**src/rtl/muldiv_sched_if.sv**
```systemverilog
// Request/result bundle between the EX stage and the multiply/divide scheduler.
interface muldiv_sched_if;
    logic        op_valid;
    logic [2:0]  op;
    logic [31:0] a;
    logic [31:0] b;
    logic        flush;
    logic        hilo_rd;
    logic [31:0] hi;
    logic [31:0] lo;
    logic        busy;
    logic        stall;
    logic        done;

    modport master (
        output op_valid, op, a, b, flush, hilo_rd,
        input  hi, lo, busy, stall, done
    );

    modport slave (
        input  op_valid, op, a, b, flush, hilo_rd,
        output hi, lo, busy, stall, done
    );
endinterface

```
**src/rtl/muldiv_sched.sv**
```systemverilog
// HI/LO multiply/divide unit: 1-cycle MULT/MULTU, 32-iteration restoring DIV/DIVU plus sign fix-up.
// Define MULDIV_DIV0_EARLY_EN to route divide-by-zero straight to the fix-up state.
module muldiv_sched (
    input  logic           clk,
    input  logic           rst,
    muldiv_sched_if.slave  bus
);
    typedef enum logic [1:0] {S_IDLE, S_MUL, S_DIV, S_FIX} state_t;

    localparam logic [2:0] OP_MULT  = 3'b001;
    localparam logic [2:0] OP_MULTU = 3'b010;
    localparam logic [2:0] OP_DIV   = 3'b011;
    localparam logic [2:0] OP_DIVU  = 3'b100;
    localparam logic [2:0] OP_MTHI  = 3'b101;
    localparam logic [2:0] OP_MTLO  = 3'b110;

    state_t      r_state, w_next;
    logic [4:0]  r_cnt;
    logic [31:0] r_a, r_b, r_rem, r_quo, r_hi, r_lo;
    logic        r_signed;
    logic        w_done, w_accept, w_busy;

    assign w_accept = bus.op_valid & ~bus.flush & (r_state == S_IDLE);

    always_ff @(posedge clk) begin
        if (rst) r_state <= S_IDLE;
        else     r_state <= w_next;
    end

    always_comb begin
        w_next = r_state;
        w_done = 1'b0;
        case (r_state)
            S_IDLE: begin
                if (w_accept) begin
                    case (bus.op)
                        OP_MULT, OP_MULTU: w_next = S_MUL;
`ifdef MULDIV_DIV0_EARLY_EN
                        OP_DIV, OP_DIVU:   w_next = (bus.b == 32'd0) ? S_FIX : S_DIV;
`else
                        OP_DIV, OP_DIVU:   w_next = S_DIV;
`endif
                        default:           w_next = S_IDLE;
                    endcase
                end
            end
            S_MUL: begin
                w_done = 1'b1;
                w_next = S_IDLE;
            end
            S_DIV: begin
                if (r_cnt == 5'd31) w_next = S_FIX;
            end
            S_FIX: begin
                w_done = 1'b1;
                w_next = S_IDLE;
            end
            default: w_next = S_IDLE;
        endcase
        // Abort beats both a new accept and a completing operation.
        if (bus.flush) begin
            w_next = S_IDLE;
            w_done = 1'b0;
        end
        if (rst) w_done = 1'b0;
    end

    assign w_busy    = ~rst & (r_state != S_IDLE);
    assign bus.busy  = w_busy;
    assign bus.stall = w_busy & (bus.op_valid | bus.hilo_rd);
    assign bus.done  = w_done;
    assign bus.hi    = r_hi;
    assign bus.lo    = r_lo;

    // Multiply: sign/zero extend to 64 bits; the low 64 bits of the product are exact either way.
    logic [63:0] w_ma, w_mb, w_prod;
    assign w_ma   = r_signed ? {{32{r_a[31]}}, r_a} : {32'd0, r_a};
    assign w_mb   = r_signed ? {{32{r_b[31]}}, r_b} : {32'd0, r_b};
    assign w_prod = w_ma * w_mb;

    // Divide step: r_quo starts as |a| and is shifted out MSB-first while quotient bits shift in.
    logic [31:0] w_bmag, w_sub, w_rem_nx;
    logic [32:0] w_rem_sh;
    logic        w_ge, w_neg_q, w_neg_r;
    assign w_bmag   = (r_signed & r_b[31]) ? (32'd0 - r_b) : r_b;
    assign w_rem_sh = {r_rem, r_quo[31]};
    assign w_ge     = w_rem_sh >= {1'b0, w_bmag};
    assign w_sub    = w_rem_sh[31:0] - w_bmag;
    assign w_rem_nx = w_ge ? w_sub : w_rem_sh[31:0];
    assign w_neg_q  = r_signed & (r_a[31] ^ r_b[31]);
    assign w_neg_r  = r_signed & r_a[31];

    always_ff @(posedge clk) begin
        if (rst) begin
            r_cnt    <= 5'd0;
            r_a      <= 32'd0;
            r_b      <= 32'd0;
            r_rem    <= 32'd0;
            r_quo    <= 32'd0;
            r_hi     <= 32'd0;
            r_lo     <= 32'd0;
            r_signed <= 1'b0;
        end else if (!bus.flush) begin
            case (r_state)
                S_IDLE: begin
                    if (bus.op_valid) begin
                        case (bus.op)
                            OP_MULT, OP_MULTU: begin
                                r_a      <= bus.a;
                                r_b      <= bus.b;
                                r_signed <= (bus.op == OP_MULT);
                            end
                            OP_DIV, OP_DIVU: begin
                                r_a      <= bus.a;
                                r_b      <= bus.b;
                                r_signed <= (bus.op == OP_DIV);
                                r_rem    <= 32'd0;
                                r_quo    <= ((bus.op == OP_DIV) && bus.a[31]) ? (32'd0 - bus.a) : bus.a;
                                r_cnt    <= 5'd0;
                            end
                            OP_MTHI: r_hi <= bus.a;
                            OP_MTLO: r_lo <= bus.a;
                            default: ;
                        endcase
                    end
                end
                S_MUL: {r_hi, r_lo} <= w_prod;
                S_DIV: begin
                    r_rem <= w_rem_nx;
                    r_quo <= {r_quo[30:0], w_ge};
                    r_cnt <= r_cnt + 5'd1;
                end
                S_FIX: begin
                    if (r_b == 32'd0) begin
                        r_lo <= 32'hFFFF_FFFF;
                        r_hi <= r_a;
                    end else begin
                        r_lo <= w_neg_q ? (32'd0 - r_quo) : r_quo;
                        r_hi <= w_neg_r ? (32'd0 - r_rem) : r_rem;
                    end
                end
                default: ;
            endcase
        end
    end
endmodule

```
**src/flat_wrapper.sv**
```systemverilog
// flat-port wrapper written by rule: the top's interface ports become plain ports
module muldiv_sched_flat 
  (clk, rst, bus_op_valid, bus_op, bus_a, bus_b, bus_flush, bus_hilo_rd, bus_hi, bus_lo, bus_busy, bus_stall, bus_done);
  muldiv_sched_if bus_i ();
  input  logic clk;
  input  logic rst;
  input wire logic [$bits(bus_i.op_valid)-1:0] bus_op_valid;
  input wire logic [$bits(bus_i.op)-1:0] bus_op;
  input wire logic [$bits(bus_i.a)-1:0] bus_a;
  input wire logic [$bits(bus_i.b)-1:0] bus_b;
  input wire logic [$bits(bus_i.flush)-1:0] bus_flush;
  input wire logic [$bits(bus_i.hilo_rd)-1:0] bus_hilo_rd;
  output wire logic [$bits(bus_i.hi)-1:0] bus_hi;
  output wire logic [$bits(bus_i.lo)-1:0] bus_lo;
  output wire logic [$bits(bus_i.busy)-1:0] bus_busy;
  output wire logic [$bits(bus_i.stall)-1:0] bus_stall;
  output wire logic [$bits(bus_i.done)-1:0] bus_done;
  assign bus_i.op_valid = bus_op_valid;
  assign bus_i.op = bus_op;
  assign bus_i.a = bus_a;
  assign bus_i.b = bus_b;
  assign bus_i.flush = bus_flush;
  assign bus_i.hilo_rd = bus_hilo_rd;
  assign bus_hi = bus_i.hi;
  assign bus_lo = bus_i.lo;
  assign bus_busy = bus_i.busy;
  assign bus_stall = bus_i.stall;
  assign bus_done = bus_i.done;
  muldiv_sched u_core (.clk(clk), .rst(rst), .bus(bus_i));
endmodule
```
**config.mk**
```make
export PLATFORM = sky130hd
export DESIGN_NAME = muldiv_sched_flat
export DESIGN_NICKNAME = d
export VERILOG_FILES = /design/src/rtl/muldiv_sched_if.sv /design/src/rtl/muldiv_sched.sv /design/src/flat_wrapper.sv
export SDC_FILE = /design/constraint.sdc
export NUM_CORES = 2
export LEC_CHECK = 0
export CAP_MARGIN = 10
export CORE_ASPECT_RATIO = 1.4
export CORE_UTILIZATION = 60
export DETAILED_ROUTE_END_ITERATION = 8
export HOLD_SLACK_MARGIN = 0.08
export PLACE_DENSITY = 0.81
export SETUP_SLACK_MARGIN = 0.5
export SLEW_MARGIN = 10
export SYNTH_ARGS = -nofsm -noshare
export SYNTH_HDL_FRONTEND = slang
export SYNTH_SLANG_ARGS = --single-unit
```
**constraint.sdc**
```tcl
create_clock -name clk -period 9.73 [get_ports clk]
set_input_delay 1.4595 -clock clk [delete_from_list [all_inputs] [get_ports clk]]
set_output_delay 1.4595 -clock clk [all_outputs]
set_load 0.05 [all_outputs]
```
# == Word level (Yosys, flattened, before mapping) ==
# Index checks and enable logic that the tools add are counted.
# word_totals
register_bits,200
in_bits,72
output_inout_bits,67
elab_cells,94
# op_classes
n_addsub,6
mul,1
n_lt_le_gt_ge,1
eq_ne,16
n_mux,32
bitwise,11
reduce_logical,18
# op_table
cell,count
two-way mux 32 bit,15
one-hot mux 32 bit (3 select lines),2
two-way mux 64 bit,2
one-hot mux 32 bit (2 select lines),2
"subtractor 1 x 32 -> 32 bit, first input constant",4
multiplier 64 x 64 -> 64 bit,1
>= comparator 33 x 32 -> 1 bit,1
logical NOT 32 bit,1
subtractor 32 bit,1
AND reduction 4 bit,5
two-way mux 5 bit,2
one-hot mux 5 bit (2 select lines),1
"== test 3 bit, second input constant",3
"!= test 2 bit, second input constant",4
OR reduction 2 bit,4
AND 1 bit,7
"== test 3 x 2 -> 1 bit, second input constant",2
one-hot mux 2 bit (3 select lines),1
nonzero test 2 bit,3
"adder 5 x 1 -> 5 bit, second input constant",1
"== test 5 bit, second input constant",1
"== test 2 bit, second input constant",2
two-way mux 2 bit,2
"!= test 2 x 1 -> 1 bit, second input constant",2
13 further kinds,16

# == Logic depth before layout (Yosys ltp) ==
# logic_depth
ltp_word,6
ltp_mapped,36
ltp_nobuf,32

# == Worst setup path after synthesis ==
# Ideal clock, no wire load.
# synth_path
path_kind,register -> register
start,register u_core.r_signed
end,register u_core.r_hi[31] (netlist: u_core.bus.hi[31])
t_arrival_ps,9525
required_time_ps,9667
slack_ps,143
path_stages_with_launch,32
n_path_buf,5
synth_period_minus_slack_ps,9587
cell_sequence,dfxtp_1 -> clkbuf_1 -> and2_1 -> clkbuf_1 -> clkbuf_1 -> buf_1 -> nand2_1 -> fa_1 -> inv_1 -> fa_1 -> fa_1 -> inv_1 -> fa_1 -> inv_1 -> fa_1 -> fa_1 -> fa_1 -> fa_1 -> fa_1 -> inv_1 -> fa_1 -> inv_1 -> ha_1 -> clkbuf_1 -> a21o_1 -> a21o_1 -> a21o_1 -> a21o_1 -> a21oi_1 -> o21ai_0 -> or4_1 -> nand3_1
# synth_between
elab_chain_cells,4
# synth_lines
item,line_no,text
from (decl),muldiv_sched.sv:20,logic r_signed;
from (signal assigned),muldiv_sched.sv:111,r_signed <= (bus.op == OP_MULT);
from (signal assigned),muldiv_sched.sv:116,r_signed <= (bus.op == OP_DIV);
branches (longest 3 deep; another with multiplier 64 x 64 -> 64 bit),--,
one-hot mux 32 bit (3 select lines) *,muldiv_sched.sv:104,case (r_state)
to (signal assigned),muldiv_sched.sv:121,OP_MTHI: r_hi <= bus.a;
to (signal assigned),muldiv_sched.sv:136,r_hi <= r_a;
to (signal assigned),muldiv_sched.sv:139,r_hi <= w_neg_r ? (32'd0 - r_rem) : r_rem;
to (decl),muldiv_sched.sv:19,"logic [31:0] r_a, r_b, r_rem, r_quo, r_hi, r_lo;"
# Mark *: on every way between the ends.
# A chain may end at the register's enable or synchronous reset.

# == Worst setup path after layout ==
# layout_path
start,register u_core.r_a[0]
end,register u_core.r_hi[24] (netlist: u_core.bus.hi[24])
# layout_between
elab_chain_cells,3
# layout_lines
item,line_no,text
from (decl),muldiv_sched.sv:19,
from (signal assigned),muldiv_sched.sv:109,r_a <= bus.a;
from (signal assigned),muldiv_sched.sv:114,r_a <= bus.a;
two-way mux 64 bit,muldiv_sched.sv:77,"assign w_ma = r_signed ? {{32{r_a[31]}}, r_a} : {32'd0, r_a};"
multiplier 64 x 64 -> 64 bit,muldiv_sched.sv:79,assign w_prod = w_ma * w_mb;
one-hot mux 32 bit (3 select lines),muldiv_sched.sv:104,
to (signal assigned),muldiv_sched.sv:121,
to (signal assigned),muldiv_sched.sv:127,"S_MUL: {r_hi, r_lo} <= w_prod;"
to (signal assigned),muldiv_sched.sv:136,
# Every way passes these cells.

==> results.py <==
metrics = {
    "timing": {
        "whs_ns": 0.460,
        "finalClockSkew_ns": 0.0241,
        "rsz0062_at_grt": "yes",
        "setup_viol": 0,
        "slew_headroom": 0.277,
        "post-route-period-util": 0.936,
        "slew_violations": 0,
        "max_freq_mhz": 110,
        "hold_viol": 0,
        "fin_crit_ns": 9.11,
        "tightest_slew_ns": 1.08,
        "fin_ws_ns": 0.622,
    },
    "pwr": {
        "vdd_drop_max_mv": 0.150,
        "switching_share": 0.444,
        "p_int_mw": 1.59,
        "p_leak_nw": 32.7,
        "power_frac_clock": 0.296,
        "p_switching_mw": 1.27,
        "combPwrFrac": 0.385,
        "power_density_mw_per_mm2": 43.7,
        "p_seq_frac": 0.319,
        "p_total_mw": 2.86,
    },
    "final_layout": {
        "final_cell_mix": "inv_1 (1,551), fa_1 (1,410), nand2_1 (821)",
        "fillers": 8300,
        "final_common_cell": "inv_1",
        "nets": 8749,
        "area_delta_synth_final_pct": 6.95,
        "final_cells": 8259,
        "drive_gt1_frac": 0.0536,
        "fin_area_mm2": 0.0654,
    },
    "grt": {
        "grt_max_degree": 65,
        "gr-total-overflow": 0,
        "grt_antenna_before_repair": 4,
        "grt_usage": 0.399,
        "grt_pass1_wl_um": 306000,
        "grt_pass1_vias": 52600,
    },
    "yosys": {
        "synth.avg_cell_area_um2": 8.79,
        "synthFlopType": "dfxtp_1",
        "synthesis.nets": 8798,
        "synth_cells": 6959,
        "synth_edf_count": 0,
        "synth_seq_area_share": 0.0655,
        "yosys_warnings": 0,
        "async_flop_share": 0,
        "ys_seq_elements": 200,
        "yosysUniqueCellTypes": 87,
        "syn-cell-area_mm2": 0.0611,
    },
    "setup_path": {
        "critPathMaxStageDelay_ns": 0.90,
        "end_kind": "register",
        "worst-path-max-fanout": 10,
        "required_ns": 10.19,
        "critPathMostFrequentCell": "fa_1",
        "regToRegSetupSlack_ns": 0.62,
        "start_kind": "register",
        "ff2ff_path_depth": 30,
        "criticalPathCategory": "reg2reg",
        "arrival_ns": 9.56,
        "worst_path_max_delay_cell": "dfxtp_1",
    },
    "cts": {
        "cts.sinks": 200,
        "clock_latency_ns": 0.53,
        "clk_pin_slew_ns": 0.10,
        "hold_buffers": 0,
        "cts_max_level": 4,
        "clockRootBuffer": "clkbuf_16",
        "cts_tree": "done",
        "cts_made_buffers": 17,
        "clockBufferDepth": 2,
    },
    "floorplan": {
        "dieArea_mm2": 0.103,
        "rows": 138,
        "die_h_um": 380,
        "io_pins": 139,
        "initial_utilization": 0.605,
        "coreArea_mm2": 0.101,
        "fp.dieW_um": 272,
    },
    "drt": {
        "totalWireLength_um": 199000,
        "drtPass1Iterations": 6,
        "ant_nets": 0,
        "wl_per_cell_um": 24.1,
        "drc": 0,
        "drtIter0Drc": 4712,
        "post_drt_via_cell_ratio": 5.95,
        "vias": 49100,
    },
    "place": {
        "place_ws_ns": -0.157,
        "routabilityCongestion": 1.01,
        "place_area_mm2": 0.0643,
        "dp.cells": 8206,
        "dp_hpwl_um": 164000,
        "io_buffers": 138,
    },
    "worst_hold_path": {
        "whs_path_depth": 2,
        "hp-class": "reg2reg",
    },
    "flow_run": {
        "drv_cap": 0,
    },
    "run_status": {
        "status": "finished, final reports clean",
    },
}
## final timing paths
check / start / to
hold / removal: u_core.bus.hi[2] / u_core.bus.hi[2]
setup reg to reg: u_core.r_a[0] / u_core.bus.hi[24]
hold reg to reg: u_core.bus.hi[2] / u_core.bus.hi[2]
setup / recovery: u_core.r_a[0] / u_core.bus.hi[24]
## layer usage
metal | up-vias | global-route usage | part of all wire
met5 | - | 0 | 0.00017
li1 | 20800 | - | -
met4 | 4 | 0.284 | 0.085
met3 | 804 | 0.0660 | 0.084
met1 | 24900 | 0.482 | 0.35
met2 | 2612 | 0.647 | 0.48
## flip-flops by register name, summed over array words and instances (netlist names)
signal           flops
u_core.r_cnt         5
u_core.r_a          32
u_core.r_b          32
u_core.r_quo        32
u_core.bus.lo       32
u_core.r_state       2
u_core.r_rem        32
u_core.r_signed      1
u_core.bus.hi       32
## stage by stage
stage / utilization / setup TNS (ns)
after floorplan: - / 0
after global placement: 0.636 / -0.0697
after detailed placement: 0.636 / -0.285
after CTS: 0.644 / 0
after global routing: 0.647 / 0
final: 0.647 / 0
## area by class of cell
cell class,count,area [um2],area share
clock inverters,15,231,0.00354
multi-input cells,4788,49900,0.764
repair buffers,347,3190,0.0487
flip-flops and latches,200,4100,0.0626
well taps,1330,1660,0.0254
diodes,6,15.0,0.000230
inverters,1556,5840,0.0893
clock buffers,17,425,0.00651
## logic make-up after synthesis
kind of cell	synth area share
flip-flops	0.0655
multiplexers	0.00117
adder cells (fa/ha/maj)	0.537
XOR/XNOR	0.0364
buffers and inverters	0.121
AO/OA/AOI/OAI	0.0870
AND/OR/NAND/NOR	0.152
## Yosys cell counts, types with 7 or more instances
master | count | area share
ha_1 | 347 | 0.071
o21a_1 | 18 | 0.0022
or3_1 | 9 | 0.00092
or4_1 | 10 | 0.0012
buf_2 | 19 | 0.0016
o221ai_1 | 7 | 0.0010
and2_1 | 576 | 0.059
nand2b_1 | 16 | 0.0016
o21ai_1 | 45 | 0.0037
nand4_1 | 29 | 0.0030
xnor2_1 | 167 | 0.024
a221oi_1 | 11 | 0.0016
o31ai_1 | 32 | 0.0039
a2111oi_0 | 8 | 0.0011
dfxtp_1 | 200 | 0.065
inv_1 | 1555 | 0.095
clkbuf_1 | 363 | 0.022
nand3_1 | 41 | 0.0034
fa_1 | 1420 | 0.46
nand2_1 | 823 | 0.051
o211ai_1 | 24 | 0.0029
o21ai_0 | 142 | 0.012
a21o_1 | 65 | 0.0080
a31oi_1 | 37 | 0.0038
and3_1 | 34 | 0.0035
a22o_1 | 11 | 0.0016
nor2b_1 | 19 | 0.0019
nor3_1 | 59 | 0.0048
o21bai_1 | 16 | 0.0020
nor4_1 | 28 | 0.0029
buf_1 | 33 | 0.0020
nor2_1 | 250 | 0.015
a21oi_1 | 277 | 0.023
a311oi_1 | 8 | 0.0011
a32oi_1 | 10 | 0.0014
o41ai_1 | 10 | 0.0014
xor2_1 | 87 | 0.012
a211oi_1 | 44 | 0.0054
## critical path: cells and delay by family (launching register included)
kind | cells | cell delay, ns
compound gates | 6 | 1.44
simple gates | 5 | 1.13
flops | 1 | 0.90
fa+ha+maj | 11 | 4.65
buf+inv | 8 | 0.90
## power groups by stage
| stage | Combinational [mW] | Clock, mW | Sequential [mW] |
|---|---|---|---|
| 3_5_place_dp | 1.06 | 0 | 0.927 |
| 2_1_floorplan | 0.659 | 0 | 0.901 |
| 3_3_place_gp | 1.05 | 0 | 0.925 |
| 5_1_grt | 1.18 | 0.873 | 0.912 |
| 6_report | 1.10 | 0.847 | 0.912 |
| 4_1_cts | 1.07 | 0.842 | 0.908 |
## what timing repair did
item                                    in CTS  in global routing
endpoints found under the setup margin      24                 29
cloned                                       0                  0
setup buffers                                0                 15
gates resized for setup                     27                 95
pin swaps                                    0                 13
hold endpoints to repair                     0                  0
(Power assumes the default switching activity.)
